## src/rtl/stream_burst_ctrl.sv

```systemverilog
// Frame-aligned acquisition gate: passes only whole sensor frames, either
// continuously or as bursts of N frames per start command.
module stream_burst_ctrl #(
  parameter int DATA_WIDTH = 10,
  parameter int CNT_WD     = 16
) (
  input  logic                  clk_pix,
  input  logic                  reset_pix_n,
  input  logic                  i_fval,
  input  logic                  i_lval,
  input  logic [DATA_WIDTH-1:0] i_pix_data,
  input  logic                  i_stream_enable,
  input  logic                  i_acquisition_start,
  input  logic                  i_encrypt_state,
  input  logic                  i_acq_mode,
  input  logic                  i_burst_start,
  input  logic [CNT_WD-1:0]     i_burst_num,
  output logic                  o_fval,
  output logic                  o_lval,
  output logic [DATA_WIDTH-1:0] o_pix_data,
  output logic                  o_burst_busy,
  output logic                  o_burst_done,
  output logic [CNT_WD-1:0]     o_frame_cnt
);

  localparam logic [CNT_WD-1:0]     CNT_ZERO = {CNT_WD{1'b0}};
  localparam logic [CNT_WD-1:0]     CNT_ONE  = {{(CNT_WD-1){1'b0}}, 1'b1};
  localparam logic [DATA_WIDTH-1:0] PIX_ZERO = {DATA_WIDTH{1'b0}};

  typedef enum logic [0:0] {
    S_IDLE = 1'b0,
    S_PASS = 1'b1
  } state_t;

  state_t                  state_r;
  state_t                  state_nxt_s;
  logic                    fval_d_r;
  logic                    seen_low_r;
  logic [CNT_WD-1:0]       remaining_r;
  logic [CNT_WD-1:0]       frame_cnt_r;
  logic                    busy_r;
  logic                    done_r;
  logic                    abort_pend_r;
  logic                    fval_r;
  logic                    lval_r;
  logic [DATA_WIDTH-1:0]   pix_r;

  logic                    rise_s;
  logic                    fall_s;
  logic                    gate_en_s;
  logic                    start_cond_s;
  logic                    pass_en_s;
  logic                    frame_end_s;
  logic                    accept_s;
  logic                    last_s;
  logic                    abort_s;

  // seen_low_r keeps a frame already running at reset release from looking like a rise
  assign rise_s       = i_fval & ~fval_d_r & seen_low_r;
  assign fall_s       = ~i_fval & fval_d_r;
  assign gate_en_s    = i_stream_enable & i_acquisition_start & i_encrypt_state;
  assign start_cond_s = gate_en_s & (~i_acq_mode | busy_r);
  assign frame_end_s  = (state_r == S_PASS) & fall_s;
  assign accept_s     = i_burst_start & ~busy_r & i_acq_mode & (i_burst_num != CNT_ZERO);
  assign last_s       = frame_end_s & busy_r & (remaining_r == CNT_ONE);
  assign abort_s      = busy_r & ~i_stream_enable;

  // Frame-valid edge history
  always_ff @(posedge clk_pix or negedge reset_pix_n) begin
    if (!reset_pix_n) begin
      fval_d_r   <= 1'b0;
      seen_low_r <= 1'b0;
    end else begin
      fval_d_r <= i_fval;
      if (!i_fval) begin
        seen_low_r <= 1'b1;
      end
    end
  end

  // State register
  always_ff @(posedge clk_pix or negedge reset_pix_n) begin
    if (!reset_pix_n) begin
      state_r <= S_IDLE;
    end else begin
      state_r <= state_nxt_s;
    end
  end

  // Next-state decode: enter on a qualified rise, leave on the frame's fall
  always_comb begin
    state_nxt_s = state_r;
    case (state_r)
      S_IDLE: begin
        if (rise_s && start_cond_s) begin
          state_nxt_s = S_PASS;
        end else begin
          state_nxt_s = S_IDLE;
        end
      end
      S_PASS: begin
        if (fall_s) begin
          state_nxt_s = S_IDLE;
        end else begin
          state_nxt_s = S_PASS;
        end
      end
      default: state_nxt_s = S_IDLE;
    endcase
  end

  // Pass enable, including the rise cycle that starts a frame
  always_comb begin
    pass_en_s = 1'b0;
    case (state_r)
      S_IDLE: begin
        if (rise_s && start_cond_s) begin
          pass_en_s = 1'b1;
        end else begin
          pass_en_s = 1'b0;
        end
      end
      S_PASS:  pass_en_s = 1'b1;
      default: pass_en_s = 1'b0;
    endcase
  end

  // Gated video outputs, one cycle behind the sensor
  always_ff @(posedge clk_pix or negedge reset_pix_n) begin
    if (!reset_pix_n) begin
      fval_r <= 1'b0;
      lval_r <= 1'b0;
      pix_r  <= PIX_ZERO;
    end else begin
      fval_r <= i_fval & pass_en_s;
      lval_r <= i_lval & i_fval & pass_en_s;
      pix_r  <= pass_en_s ? i_pix_data : PIX_ZERO;
    end
  end

  // Passed-frame counter, wraps naturally
  always_ff @(posedge clk_pix or negedge reset_pix_n) begin
    if (!reset_pix_n) begin
      frame_cnt_r <= CNT_ZERO;
    end else if (frame_end_s) begin
      frame_cnt_r <= frame_cnt_r + CNT_ONE;
    end
  end

  // Burst bookkeeping; an abort seen mid-frame is held until that frame closes
  always_ff @(posedge clk_pix or negedge reset_pix_n) begin
    if (!reset_pix_n) begin
      remaining_r  <= CNT_ZERO;
      busy_r       <= 1'b0;
      done_r       <= 1'b0;
      abort_pend_r <= 1'b0;
    end else begin
      done_r <= last_s;
      if (accept_s) begin
        remaining_r  <= i_burst_num;
        busy_r       <= 1'b1;
        abort_pend_r <= 1'b0;
      end else if (last_s) begin
        remaining_r  <= CNT_ZERO;
        busy_r       <= 1'b0;
        abort_pend_r <= 1'b0;
      end else if (frame_end_s && busy_r) begin
        if (abort_pend_r || !i_stream_enable) begin
          remaining_r  <= CNT_ZERO;
          busy_r       <= 1'b0;
          abort_pend_r <= 1'b0;
        end else begin
          remaining_r <= remaining_r - CNT_ONE;
        end
      end else if (abort_s && (state_r == S_IDLE)) begin
        remaining_r  <= CNT_ZERO;
        busy_r       <= 1'b0;
        abort_pend_r <= 1'b0;
      end else if (abort_s) begin
        abort_pend_r <= 1'b1;
      end
    end
  end

  assign o_fval       = fval_r;
  assign o_lval       = lval_r;
  assign o_pix_data   = pix_r;
  assign o_burst_busy = busy_r;
  assign o_burst_done = done_r;
  assign o_frame_cnt  = frame_cnt_r;

endmodule

```

## config.mk

```make
export PLATFORM = sky130hd
export DESIGN_NAME = stream_burst_ctrl
export DESIGN_NICKNAME = d
export VERILOG_FILES = /design/src/rtl/stream_burst_ctrl.sv
export SDC_FILE = /design/constraint.sdc
export NUM_CORES = 1
export LEC_CHECK = 0
export ABC_CLOCK_PERIOD_IN_PS = 2050
export CAP_MARGIN = 20
export CORE_MARGIN = 2
export CORE_UTILIZATION = 47
export CTS_CLUSTER_DIAMETER = 30
export CTS_CLUSTER_SIZE = 40
export DETAILED_ROUTE_END_ITERATION = 10
export GPL_TIMING_DRIVEN = 0
export PLACE_DENSITY = 0.78
export SLEW_MARGIN = 20
export SYNTH_ARGS = -nofsm -noshare
export SYNTH_HDL_FRONTEND = slang
export SYNTH_SLANG_ARGS = --single-unit
```

## constraint.sdc

```tcl
create_clock -name clk_pix -period 2.05 [get_ports clk_pix]
set_clock_uncertainty 0.05 [all_clocks]
set_input_delay 0.205 -clock clk_pix [delete_from_list [all_inputs] [get_ports clk_pix]]
set_output_delay 0.205 -clock clk_pix [all_outputs]
set_load 0.005 [all_outputs]
```

==> summary.txt <==
Root Driver -> clkbuf_8
net switching power -> 1.455 mW
DR vias/cell -> 5.394
Remaining Overflow, GRT -> 0
top sig layer -> met4
Placed Instances -> 370
power density over cell area -> 1118 nW/um^2
count leader, synth -> dfrtp_1
filler cell count -> 400
Avg Inst Size Synth -> 10.38 sq um
CTS Buf Count -> 5
clk sink count -> 50
Clock Path Buffers -> 2
maximum clock rate -> 487.9 MHz
Sw Ratio -> 0.3835
Reg2Reg Depth -> 5
GPL Wtd Cong -> 0.8622
CP Launch Type -> register
RSZ-0062 raised after global routing -> true
via count of the first global-routing pass -> 1974
Initial Utilization -> 0.4839
power share of the combinational group -> 0.417
Worst setup EP type -> register
worst skew pair latency -> 320 ps
Vias -> 2066
#FFs+latches synth -> 50
Routed WL -> 5877 um
initial antenna violation count -> 0
period utilization -> 0.9999
metal2 WL -> 2880 um
Leak -> 1.411 nW
synth cell count leaders -> dfrtp_1, nand2_1, nand3_1
DP HPWL -> 4290 um
syn_nets -> 273
CP Data Required Time -> 2190 ps
Final Cell Area -> 3393 sq um
relative slew slack -> 0.5989
WL/cell -> 15.34 um
first-pass GRT wire length -> 9501 um
synth top area cells -> dfrtp_1, xnor2_1, xor2_1
DRC Markers -> 0
Hold Slack -> 384.8 ps
CTS tree -> done
Cell Area, Synth -> 2440 sq um
Crit Path Category -> reg -> reg
H-tree levels -> 2
Global Route Usage Sum -> 0.2074
First-pass DRT Iterations -> 5
Final Hold Fails -> 0
Total Nets Final -> 350
post-synthesis cell type count -> 48
status -> completed
Reg clk slew, reported paths -> 90 ps
met3 WL post-DR -> 372 um
Int Power -> 2.339 mW
Syn-to-layout area delta -> 39.08%
yosys warns -> 0
routed metal-1 wirelength -> 2538 um
Die Area -> 5784 sq um
chip height -> 76.05 um
largest net degree at the start of global routing -> 28
VDD IR-drop max -> 688.4 uV
Die W -> 76.05 um
drt initial violations -> 138
sequential share of power -> 0.418
Setup Viol. Count Final -> 0
Non-Filler Instances -> 383
Placement Rows -> 26
ant diodes -> 0
asr flop ratio synth -> 1.000
Final Max Tran Viols -> 0
slew of the pin with the lowest slew margin -> 601.6 ps
Mapped Cells -> 235
post-synth top area share -> 0.5128
ys flop type -> dfrtp_1
layout cells sized above 1 -> 0.1246
CP arrival -> 2190 ps
Final ANT Viol Nets -> 0
Yosys top cell by area -> dfrtp_1
Period minus WS final -> 2050 ps
Core ar. -> 5042 sq um
I/O pin cnt -> 65
PortBufs -> 64
Setup TNS -> 0 ps
fraction of the yosys area taken by sequential cells -> 0.5128
Post-synth EDFFs -> 0
CP max FO -> 6
Worst Hold Class -> in -> async
Clk network pwr share -> 0.165
Placement Cell Area -> 3183 sq um
max-capacitance violation count -> 0
-- power groups by stage --
| stage | Clock [mW] | Combinational, mW | Sequential, mW |
|---|---|---|---|
| floorplan | 0 | 0.873 | 1.51 |
| global placement | 0 | 1.33 | 1.55 |
| detailed placement | 0 | 1.37 | 1.56 |
| CTS | 0.639 | 1.40 | 1.56 |
| global route | 0.697 | 1.74 | 1.62 |
| finish | 0.628 | 1.58 | 1.59 |
-- cell usage in the layout, fill, tap and decap left out, types with 2 or more instances in the layout --
| cell type | synthesis | final |
|---|---|---|
| inv_2 | 0 | 2 |
| nor4_1 | 6 | 3 |
| nor2b_1 | 11 | 11 |
| xnor2_1 | 11 | 11 |
| nor3_4 | 1 | 2 |
| inv_1 | 11 | 9 |
| nor2_1 | 13 | 13 |
| dfrtp_1 | 50 | 48 |
| o21ai_1 | 4 | 4 |
| a22oi_1 | 2 | 2 |
| ha_1 | 3 | 2 |
| clkdlybuf4s50_1 | 0 | 63 |
| nand4_1 | 4 | 4 |
| nand3_1 | 18 | 17 |
| dfrtp_2 | 0 | 2 |
| clkbuf_1 | 6 | 6 |
| nor4_2 | 1 | 3 |
| and4_1 | 2 | 2 |
| clkbuf_8 | 0 | 6 |
| xor2_1 | 11 | 11 |
| and4b_1 | 2 | 2 |
| nand2b_1 | 2 | 2 |
| nand3b_1 | 2 | 2 |
| o211ai_1 | 4 | 4 |
| a21oi_1 | 7 | 7 |
| buf_6 | 2 | 2 |
| a32oi_1 | 5 | 5 |
| o22ai_1 | 2 | 2 |
| o21ai_0 | 7 | 7 |
| and3_1 | 2 | 2 |
| buf_2 | 2 | 3 |
| and2_1 | 2 | 2 |
| buf_4 | 0 | 4 |
| nand2_1 | 18 | 18 |
| nor3_1 | 2 | 2 |
| and3b_1 | 3 | 2 |
-- metrics by stage --
step | setup WS [ps] | util | power [mW]
after CTS | 2.857 | 0.6553 | 3.598
final | 0.2041 | 0.6730 | 3.794
after floorplan | 262.9 | - | 2.382
after global routing | -57.15 | 0.6730 | 4.060
after detailed placement | -229.4 | 0.6313 | 2.933
after global placement | -700.7 | 0.6283 | 2.880
-- final timing paths --
kind / start / to / slack [ps]
setup / recovery: remaining_r[0]$_DFFE_PN0P_ / remaining_r[15]$_DFFE_PN0P_ / 0.2
hold / removal: reset_pix_n / remaining_r[11]$_DFFE_PN0P_ / 380
setup reg to reg: remaining_r[0]$_DFFE_PN0P_ / remaining_r[15]$_DFFE_PN0P_ / 0.2
hold reg to reg: seen_low_r$_DFFE_PN0N_ / seen_low_r$_DFFE_PN0N_ / 420
max in group asynchronous: reset_pix_n / remaining_r[0]$_DFFE_PN0P_ / 1030
min in group clk_pix: i_pix_data[7] / o_pix_data[7]$_DFF_PN0_ / 390
-- metal layers --
layer / GRT usage / vias up
li1: - / 996
met1: 0.2736 / 986
met2: 0.3384 / 75
met3: 0.05095 / 9
met4: 0.06909 / 0
met5: 0 / -
-- registers in the layout (all words and copies together) (netlist names) --
register and cells:
o_frame_cnt 16, o_burst_done 1, o_burst_busy 1, remaining_r 16
abort_pend_r 1, o_lval 1, o_pix_data 10, o_fval 1
state_r 1, fval_d_r 1, seen_low_r 1
-- area by class of cell --
| cell class | count | area (sq um) | area share |
|---|---|---|---|
| Buffer | 10 | 55.05 | 0.01622 |
| Clock buffer | 6 | 82.58 | 0.02434 |
| Clock inverter | 2 | 16.27 | 0.004794 |
| Inverter | 11 | 41.29 | 0.01217 |
| Multi-Input combinational cell | 164 | 1161 | 0.3422 |
| Sequential cell | 50 | 1254 | 0.3695 |
| Tap cell | 70 | 87.58 | 0.02581 |
| Timing Repair Buffer | 70 | 695.7 | 0.2050 |
-- cells by family after synthesis --
family,Yosys count,share of synthesized area
buffers and inverters,21,0.03949
xor gates and xnor gates,22,0.07897
adders and majority gates,3,0.01539
muxes,1,0.004615
and+or+nand+nor,99,0.2395
AOI/OAI and AO/OA,39,0.1092
DFF,50,0.5128
-- worst max-delay path: stages, from the launching register on --
cell      delay [ps]
dfrtp_2          470
or4_4            590
nor3_4           330
nand4b_1         190
xor2_1           210
o211ai_2          90
-- what timing repair did --
action,CTS,global route
setup buffers,0,4
hold buffers,1,0
pin swaps,0,7
gates resized for setup,2,14
endpoints found under the setup margin,1,15
endpoints found under the hold margin,26,0
Note: power is estimated with default switching activity, not from simulation.
